[src/rtl/div_16_pkg.sv]
// div_16_pkg: shared state encoding and sizing for the iterative divider
package div_16_pkg;
  localparam int DEF_WIDTH = 16;
  localparam int DEF_CNT_W = $clog2(DEF_WIDTH);
  typedef enum logic [1:0] {S_IDLE = 2'd0, S_RUN = 2'd1, S_DONE = 2'd2} state_t;
  function automatic int cnt_w(input int w);
    return (w < 2) ? 1 : $clog2(w);
  endfunction
endpackage

[src/rtl/div_16_sub.sv]
// div_sub: combinational a - b as a + ~b + 1; borrow is the inverted carry out
module div_sub #(
  parameter int W = 17
) (
  input  logic [W-1:0] a,
  input  logic [W-1:0] b,
  output logic [W-1:0] diff,
  output logic         borrow
);
  logic [W:0] w_sum;
  assign w_sum  = {1'b0, a} + {1'b0, ~b} + (W+1)'(1);
  assign diff   = w_sum[W-1:0];
  assign borrow = ~w_sum[W];
endmodule

[src/rtl/div_16.sv]
// div_16: restoring radix-2 unsigned divider, one quotient bit per clock
module div_16
  import div_16_pkg::*;
#(
  parameter int WIDTH = DEF_WIDTH
) (
  input  logic             clk,
  input  logic             rst,
  input  logic             start,
  input  logic [WIDTH-1:0] dividend,
  input  logic [WIDTH-1:0] divisor,
  output logic             busy,
  output logic             done,
  output logic [WIDTH-1:0] quotient,
  output logic [WIDTH-1:0] remainder,
  output logic             div_by_zero
);
  localparam int CW = cnt_w(WIDTH);
  state_t           r_state;
  logic [WIDTH-1:0] r_q;
  logic [WIDTH-1:0] r_d;
  logic [WIDTH:0]   r_r;
  logic [CW-1:0]    r_cnt;
  logic [WIDTH:0]   w_r_shift;
  logic [WIDTH:0]   w_diff;
  logic [WIDTH:0]   w_r_next;
  logic [WIDTH-1:0] w_q_next;
  logic             w_borrow;
  // R' drops the always-zero top bit of R and pulls in the next dividend bit
  assign w_r_shift = (WIDTH+1)'({r_r, r_q[WIDTH-1]});
  div_sub #(.W(WIDTH+1)) u_sub (
    .a      (w_r_shift),
    .b      ({1'b0, r_d}),
    .diff   (w_diff),
    .borrow (w_borrow)
  );
  assign w_r_next = w_borrow ? w_r_shift : w_diff;
  assign w_q_next = {r_q[WIDTH-2:0], ~w_borrow};
  always_ff @(posedge clk or posedge rst) begin
    if (rst) begin
      r_state     <= S_IDLE;
      r_q         <= '0;
      r_d         <= '0;
      r_r         <= '0;
      r_cnt       <= '0;
      busy        <= 1'b0;
      done        <= 1'b0;
      quotient    <= '0;
      remainder   <= '0;
      div_by_zero <= 1'b0;
    end else begin
      case (r_state)
        S_IDLE: if (start) begin
          r_q         <= dividend;
          r_r         <= '0;
          r_d         <= divisor;
          r_cnt       <= '0;
          busy        <= 1'b1;
          div_by_zero <= (divisor == '0);
          if (divisor == '0) begin
            r_state   <= S_DONE;
            done      <= 1'b1;
            quotient  <= '1;
            remainder <= dividend;
          end else begin
            r_state <= S_RUN;
          end
        end
        S_RUN: begin
          r_q   <= w_q_next;
          r_r   <= w_r_next;
          r_cnt <= r_cnt + 1'b1;
          if (r_cnt == CW'(WIDTH-1)) begin
            r_state   <= S_DONE;
            done      <= 1'b1;
            quotient  <= w_q_next;
            remainder <= w_r_next[WIDTH-1:0];
          end
        end
        S_DONE: begin
          r_state <= S_IDLE;
          busy    <= 1'b0;
          done    <= 1'b0;
        end
        default: r_state <= S_IDLE;
      endcase
    end
  end
endmodule

[config.mk]
export PLATFORM = sky130hd
export DESIGN_NAME = div_16
export DESIGN_NICKNAME = d
export VERILOG_FILES = /design/src/rtl/div_16_pkg.sv /design/src/rtl/div_16_sub.sv /design/src/rtl/div_16.sv
export SDC_FILE = /design/constraint.sdc
export NUM_CORES = 1
export LEC_CHECK = 0
export BUFFER_PORTS_ARGS = -buffer_cell sky130_fd_sc_hd__buf_2
export CORE_UTILIZATION = 35
export DETAILED_ROUTE_END_ITERATION = 6
export GPL_TIMING_DRIVEN = 0
export PLACE_DENSITY = 0.53
export SLEW_MARGIN = 20
export SYNTH_ARGS = -nofsm -noshare
export SYNTH_HDL_FRONTEND = slang
export SYNTH_SLANG_ARGS = --single-unit
[constraint.sdc]
create_clock -name clk -period 4.21 [get_ports clk]
set_input_delay 0.842 -clock clk [delete_from_list [all_inputs] [get_ports clk]]
set_output_delay 0.842 -clock clk [all_outputs]
set_load 0.02 [all_outputs]
==> reports/qor.csv, run 1 <==
stage,metric,value,unit
outcome,outcome,completed,
critical_path,crit_type,reg -> reg,
sta,hold_viol_final,0,
route,drt_iter0_markers,271,
synth,avgSynthCellArea,9.05,µm²
cts,worstSkewPairLatency,0.35,ns
floorplanning,num_io_pins,70,
route,drc,0,
sta,rsz0062_at_grt,no,
sta,period_share,77.4,%
critical_path,crit_slowest_cell,a221oi_1,
floorplanning,initial_utilization,36.5,%
floorplanning,die-area,13800,µm²
floorplanning,dieWidth,118,µm
critical_path,cpPeakStageDelay,0.54,ns
grt,grt_max_degree,77,
synth,syn_nets,570,
cts,postCtsSetupBuffers,0,
final_layout,multi_input_area,2240,µm²
sta,tns,0,ns
final_layout,area_growth,19.2,%
synth,ys_warn_count,0,
synth,netlist_instances,517,
route,postRouteAntennaNets,0,
synth,async_flop_share,100,%
critical_path,critPathBufInv,2,
synth,synth_seq_area_share,47.6,%
route,wl_per_cell,16.5,µm
cts,ctsResizeCount,0,
place,io_buffers,69,
grt,use_met3,3.49,%
critical_path,cp_data_required_time,4.42,ns
place,dp_cells,759,
grt,grt_pass1_wl,21200,µm
sta,period_minus_slack,3.26,ns
final_layout,final_nets,651,
synth,synth_area,4680,µm²
final_layout,fin_cells,775,
grt,grt_use_total,19.5,%
sta,skew,0.00865,ns
final_layout,finalInstanceArea,5580,µm²
sta,worst_pin_slew,0.742,ns
critical_path,cp-start-kind,register,
place,placed_cell_area,5270,µm²
critical_path,cp_max_fo,4,
synth,synth_flop_cell,dfrtp_1,
power_and_ir_drop,power.density,973,nW/µm²
place,gp_congestion,0.854,
grt,antenna_found_initial,0,
grt,grt_pass1_vias,4028,
synth,synth_top_area_share,47.6,%
final_layout,nFillCells,1309,
synth,ys_ff_latch,89,
grt,grt_util_met1,26.5,%
cts,cts.reportedPaths.clkPinSlew,0.07,ns
sta,final-setup-viol-count,0,
cts,root_buffer,clkbuf_16,
route,vias,4080,
final_layout,num_antenna_cells,0,
synth,yosysUniqueCellTypes,56,
place,hpwlAfterDp,9600,µm
critical_path,r2r_slack,0.95,ns
power_and_ir_drop,peakVddDrop,0.284,mV
cts,cts_buffers,9,
critical_path,cp_cell_sequence,inv_1 > ha_1 > inv_1 > fa_1 > a21o_1 > a221oi_1 > o211ai_1 > a2111oi_0 > nor2_1 > xnor2_1 > o211ai_1,
final_layout,seq_area,2230,µm²
sta,slew_viol_final,0,
route,wl,12800,µm
final_layout,postLayoutCoreUtil,43.5,%
synth,synth_edf_count,0,
place,post-place-ws,0.954,ns
grt,busiest_layer,met2,
critical_path,crit_path_end_kind,register,
grt,use_met2,30.9,%
synth,synth_area_leaders,"dfrtp_1 (48%), nor2_1 (5.4%), nand2_1 (5.3%)",
critical_path,worstPathArrival,3.47,ns
sta,relSlewSlack,49.3,%
cts,cts_tree,done,
cts,htree_levels,3,
power_and_ir_drop,p_leak,2.47,nW
synth,synth.largest_area_cell,dfrtp_1,
final_layout,drive_gt1_share,16.1,%
sta,fmax,0.307,GHz
cts,clock-sinks,89,
route,post_drt_via_cell_ratio,5.26,
cts,clk_path_buf_depth,2,
cts,cts_hold_buffers,0,
flow_run,drv_cap,0,
hold_path,hp-class,in -> async,
sta,timing.hold.ws,0.405,ns
power_and_ir_drop,power,5.43,mW
critical_path,cpLargestDelayFamily,compound AO/OA/AOI/OAI gates,
sta,setup_ws,0.952,ns
floorplanning,rows,41,
floorplanning,die_h,118,µm
floorplanning,core_area,12800,µm²
route,first_pass_iters,5,
grt,overflow,0,
-- synthesized netlist by cell type, types with 2 or more instances --
cell	number
nor3b_1	2
o21a_1	5
a2111oi_0	2
and4_1	2
o211ai_1	7
nand2b_1	3
and3_1	5
buf_1	2
a31oi_1	18
ha_1	17
clkbuf_1	19
nor2_1	67
o21bai_1	2
o21ai_0	44
nand3_1	15
xnor2_1	9
mux2i_1	10
nor4_1	4
a21oi_1	26
a22o_1	3
a21o_1	13
nand2_1	66
nor2b_1	3
and2_1	4
inv_1	23
o22ai_1	4
a211oi_1	10
nor3_1	12
buf_2	2
nand4_1	2
dfrtp_1	89
xor2_1	2
buf_6	2
-- cell type report --
cell class	count	area share, %
Timing Repair Buffer	70	6.68
Sequential cell	89	39.9
Multi-Input combinational cell	378	40.2
Tap cell	172	3.86
Inverter	24	1.70
Clock inverter	5	1.12
Clock buffer	11	4.35
Buffer	26	2.13
-- registers in the layout (all words and copies together) (netlist names) --
| name | count |
|---|---|
| quotient | 16 |
| r_d | 16 |
| r_q | 16 |
| r_r | 16 |
| remainder | 16 |
| r_cnt | 4 |
| r_state | 2 |
| busy | 1 |
| div_by_zero | 1 |
| done | 1 |
-- power breakdown --
group / leakage (nW) / total [mW] / internal, mW / switching, mW
Combinational: 1.33 / 3.10 / 1.24 / 1.86
Sequential: 0.991 / 1.49 / 1.25 / 0.242
Clock: 0.142 / 0.831 / 0.480 / 0.352
Total: 2.47 / 5.43 / 2.97 / 2.46
-- worst paths after layout --
path,start,endpoint,cells past startpoint
setup / recovery,r_q[15],r_r[12],11
max in group asynchronous,rst,r_state[1],3
setup reg to reg,r_q[15],r_r[12],11
hold reg to reg,remainder[5],remainder[5],1
hold / removal,rst,r_d[13],2
min in group clk,remainder[5],remainder[5],1
-- cell usage in the layout (no fill, tap or decap), drive strengths merged, types with 12 or more instances in the layout --
cell	Yosys	layout
o21ai	45	45
ha	17	17
a31oi	18	18
nand2	66	66
buf	7	77
nor3	12	12
clkbuf	19	30
a21o	13	13
dfrtp	89	89
inv	23	24
nor2	68	68
nand3	15	15
a21oi	26	26
-- cells by family (layout without fill, tap and decap cells) --
logic type,Yosys count,in the layout,synth area share (%)
simple gates,190,190,17.8
compound gates,148,148,20.6
flops,89,89,47.6
buf+inv,50,136,4.46
fa+ha+maj,18,18,4.97
xor+xnor,11,11,2.06
mux,11,11,2.46
-- metal layers --
metal,part of all wire (%),vias to the layer above
li1,-,1992
met1,47,1975
met2,46,99
met3,4.8,14
met5,0,-
met4,2.2,0
No activity file was read; power rests on OpenSTA's default activity.
==> run 2: changes to the inputs <==
- ABC_AREA: default -> 1
- PLACE_DENSITY: 0.53 -> 0.55
- clock period: 4.21 -> 2.7 ns (I/O delays scaled with it)
==> reports/qor.csv, run 2 <==
stage,metric,value,unit
outcome,outcome,completed,
sta,relSlewSlack,56.0,%
grt,grt_pass1_wl,22100,µm
route,drc,0,
route,wl_per_cell,14.4,µm
critical_path,worstPathArrival,2.68,ns
power_and_ir_drop,power.density,1490,nW/µm²
route,post_drt_via_cell_ratio,4.85,
grt,grt_pass1_vias,4443,
route,first_pass_iters,6,
place,hpwlAfterDp,10700,µm
synth,netlist_instances,668,
grt,grt_use_total,19.7,%
grt,overflow,0,
critical_path,crit_type,reg -> reg,
cts,htree_levels,3,
sta,period_share,88.7,%
final_layout,mostFrequentLayoutCell,nand2_1,
synth,ys_ff_latch,89,
floorplanning,num_io_pins,70,
cts,cts_hold_buffers,0,
cts,root_buffer,clkbuf_16,
cts,clock-sinks,89,
floorplanning,dieWidth,122,µm
final_layout,num_antenna_cells,0,
grt,antenna_found_initial,0,
critical_path,crit_path_end_kind,register,
final_layout,finalInstanceArea,5940,µm²
sta,worst_pin_slew,0.660,ns
critical_path,r2r-start,r_r[10],
final_layout,area_growth,18.7,%
synth,ys_top_cells_by_count,"nand2_1 (188), inv_1 (109), dfrtp_1 (89)",
critical_path,critPathLaunch,r_r[10],
critical_path,cp-start-kind,register,
synth,synthMostInstantiatedCell,nand2_1,
synth,async_flop_share,100,%
synth,synth_top_area_share,44.5,%
synth,synth_area_leaders,"dfrtp_1 (45%), nand2_1 (14%), inv_1 (8.2%)",
synth,synth_area,5000,µm²
floorplanning,die_h,122,µm
floorplanning,core_area,13900,µm²
critical_path,cp_data_required_time,2.99,ns
critical_path,r2r_slack,0.30,ns
sta,period_minus_slack,2.40,ns
place,gp_congestion,0.819,
flow_run,drv_cap,0,
cts,ctsResizeCount,0,
sta,slew_viol_final,0,
cts,worstSkewPairLatency,0.35,ns
sta,skew,0.0103,ns
synth,syn_nets,721,
route,drt_iter0_markers,236,
synth,synth_seq_area_share,44.5,%
route,vias,4535,
power_and_ir_drop,p_leak,3.23,nW
cts,cts_tree,done,
sta,fmax,0.417,GHz
synth,synth.largest_area_cell,dfrtp_1,
place,io_buffers,69,
synth,synth_flop_cell,dfrtp_1,
sta,final-setup-viol-count,0,
route,postRouteAntennaNets,0,
critical_path,critPathCapture,remainder[8],
final_layout,final_nets,804,
floorplanning,die-area,14800,µm²
critical_path,r2r_end,remainder[8],
cts,postCtsSetupBuffers,0,
route,wl,13500,µm
floorplanning,rows,43,
hold_path,hp-class,in -> async,
synth,ys_warn_count,0,
power_and_ir_drop,power,8.82,mW
synth,yosysUniqueCellTypes,38,
synth,synth_edf_count,0,
place,placed_cell_area,5640,µm²
cts,cts_buffers,9,
grt,grt_max_degree,29,
final_layout,final_cell_mix,"nand2_1 (188), inv_1 (108), dfrtp_1 (89)",
final_layout,drive_gt1_share,17.1,%
sta,tns,0,ns
sta,rsz0062_at_grt,no,
floorplanning,initial_utilization,35.9,%
power_and_ir_drop,peakVddDrop,0.490,mV
critical_path,reg2reg_depth,11,
synth,avgSynthCellArea,7.49,µm²
sta,hold_viol_final,0,
critical_path,cp_max_fo,10,
cts,clk_path_buf_depth,2,
cts,cts.reportedPaths.clkPinSlew,0.06,ns
==> run 2: changes by cell type after synthesis, moves of 10 or more <==
| cell | before | now |
|---|---|---|
| mux2i_1 | 10 | 0 |
| a31oi_1 | 18 | 0 |
| a211oi_1 | 10 | 0 |
| nor2_1 | 67 | 54 |
| nand4_1 | 2 | 21 |
| nand3_1 | 15 | 50 |
| or2_2 | 1 | 14 |
| nor3_1 | 12 | 2 |
| nand2_1 | 66 | 188 |
| a21o_1 | 13 | 0 |
| a21oi_1 | 26 | 13 |
| inv_1 | 23 | 109 |
==> run 2: stage by stage <==
| stage | utilization [%] | std cells | setup slack [ns] | hold WS, ns |
|---|---|---|---|---|
| after global placement | 40.0 | 917 | 0.302 | 0.465 |
| after floorplan | - | 668 | 0.772 | 0.453 |
| after detailed placement | 40.5 | 920 | 0.313 | 0.472 |
| after global routing | 42.6 | 935 | 0.113 | 0.230 |
| after CTS | 42.6 | 935 | 0.276 | 0.208 |
| final | 42.6 | 935 | 0.305 | 0.207 |
==> run 2: worst min-delay path by stage <==
stage | end | slack [ns] | depth (start not counted)
finish | quotient[3] | 0.21 | 2
global route | r_q[3] | 0.23 | 2
CTS | r_q[2] | 0.21 | 2
detailed placement | quotient[12] | 0.47 | 2
global placement | quotient[0] | 0.47 | 2
floorplan | r_d[10] | 0.45 | 2
==> run 2: critical path: stages, from the launching register on <==
cell     delay [ns]
dfrtp_1        0.41
ha_1           0.36
nand2_1        0.14
inv_1          0.05
nand2_1        0.06
nand3_1        0.11
a21oi_2        0.47
buf_4          0.28
nand4_1        0.17
nand3_1        0.18
nand2_1        0.06
inv_1          0.05
==> run 2: area by class of cell <==
cell class	instances	area, µm²
Buffer	22	100
Clock buffer	11	243
Clock inverter	4	52.6
Fill cell	1447	8000
Inverter	113	428
Multi-Input combinational cell	444	2250
Sequential cell	89	2230
Tap cell	180	225
Timing Repair Buffer	72	413
==> run 2: routing by layer <==
layer | share of wire (%) | vias up | routed length [µm] | track usage, %
met3 | 4.7 | 19 | 628 | 3.51
met5 | 0 | - | 0 | 0
met4 | 1.8 | 0 | 240 | 7.02
met2 | 44 | 110 | 5960 | 30.2
li1 | - | 2273 | - | -
met1 | 49 | 2133 | 6660 | 27.6
==> run 2: cells by family after synthesis <==
logic type      synth area share [%]
simple gates                    30.6
buf+inv                         10.5
flops                           44.5
compound gates                  8.35
fa+ha+maj                       4.65
xor+xnor                        1.40
==> run 2: where the power goes <==
part	total, mW	switching (mW)	leakage, nW	internal (mW)
sequential	2.44	0.423	1.05	2.01
clock	1.26	0.524	0.146	0.741
combinational	5.12	3.31	2.03	1.82
total	8.82	4.25	3.23	4.57
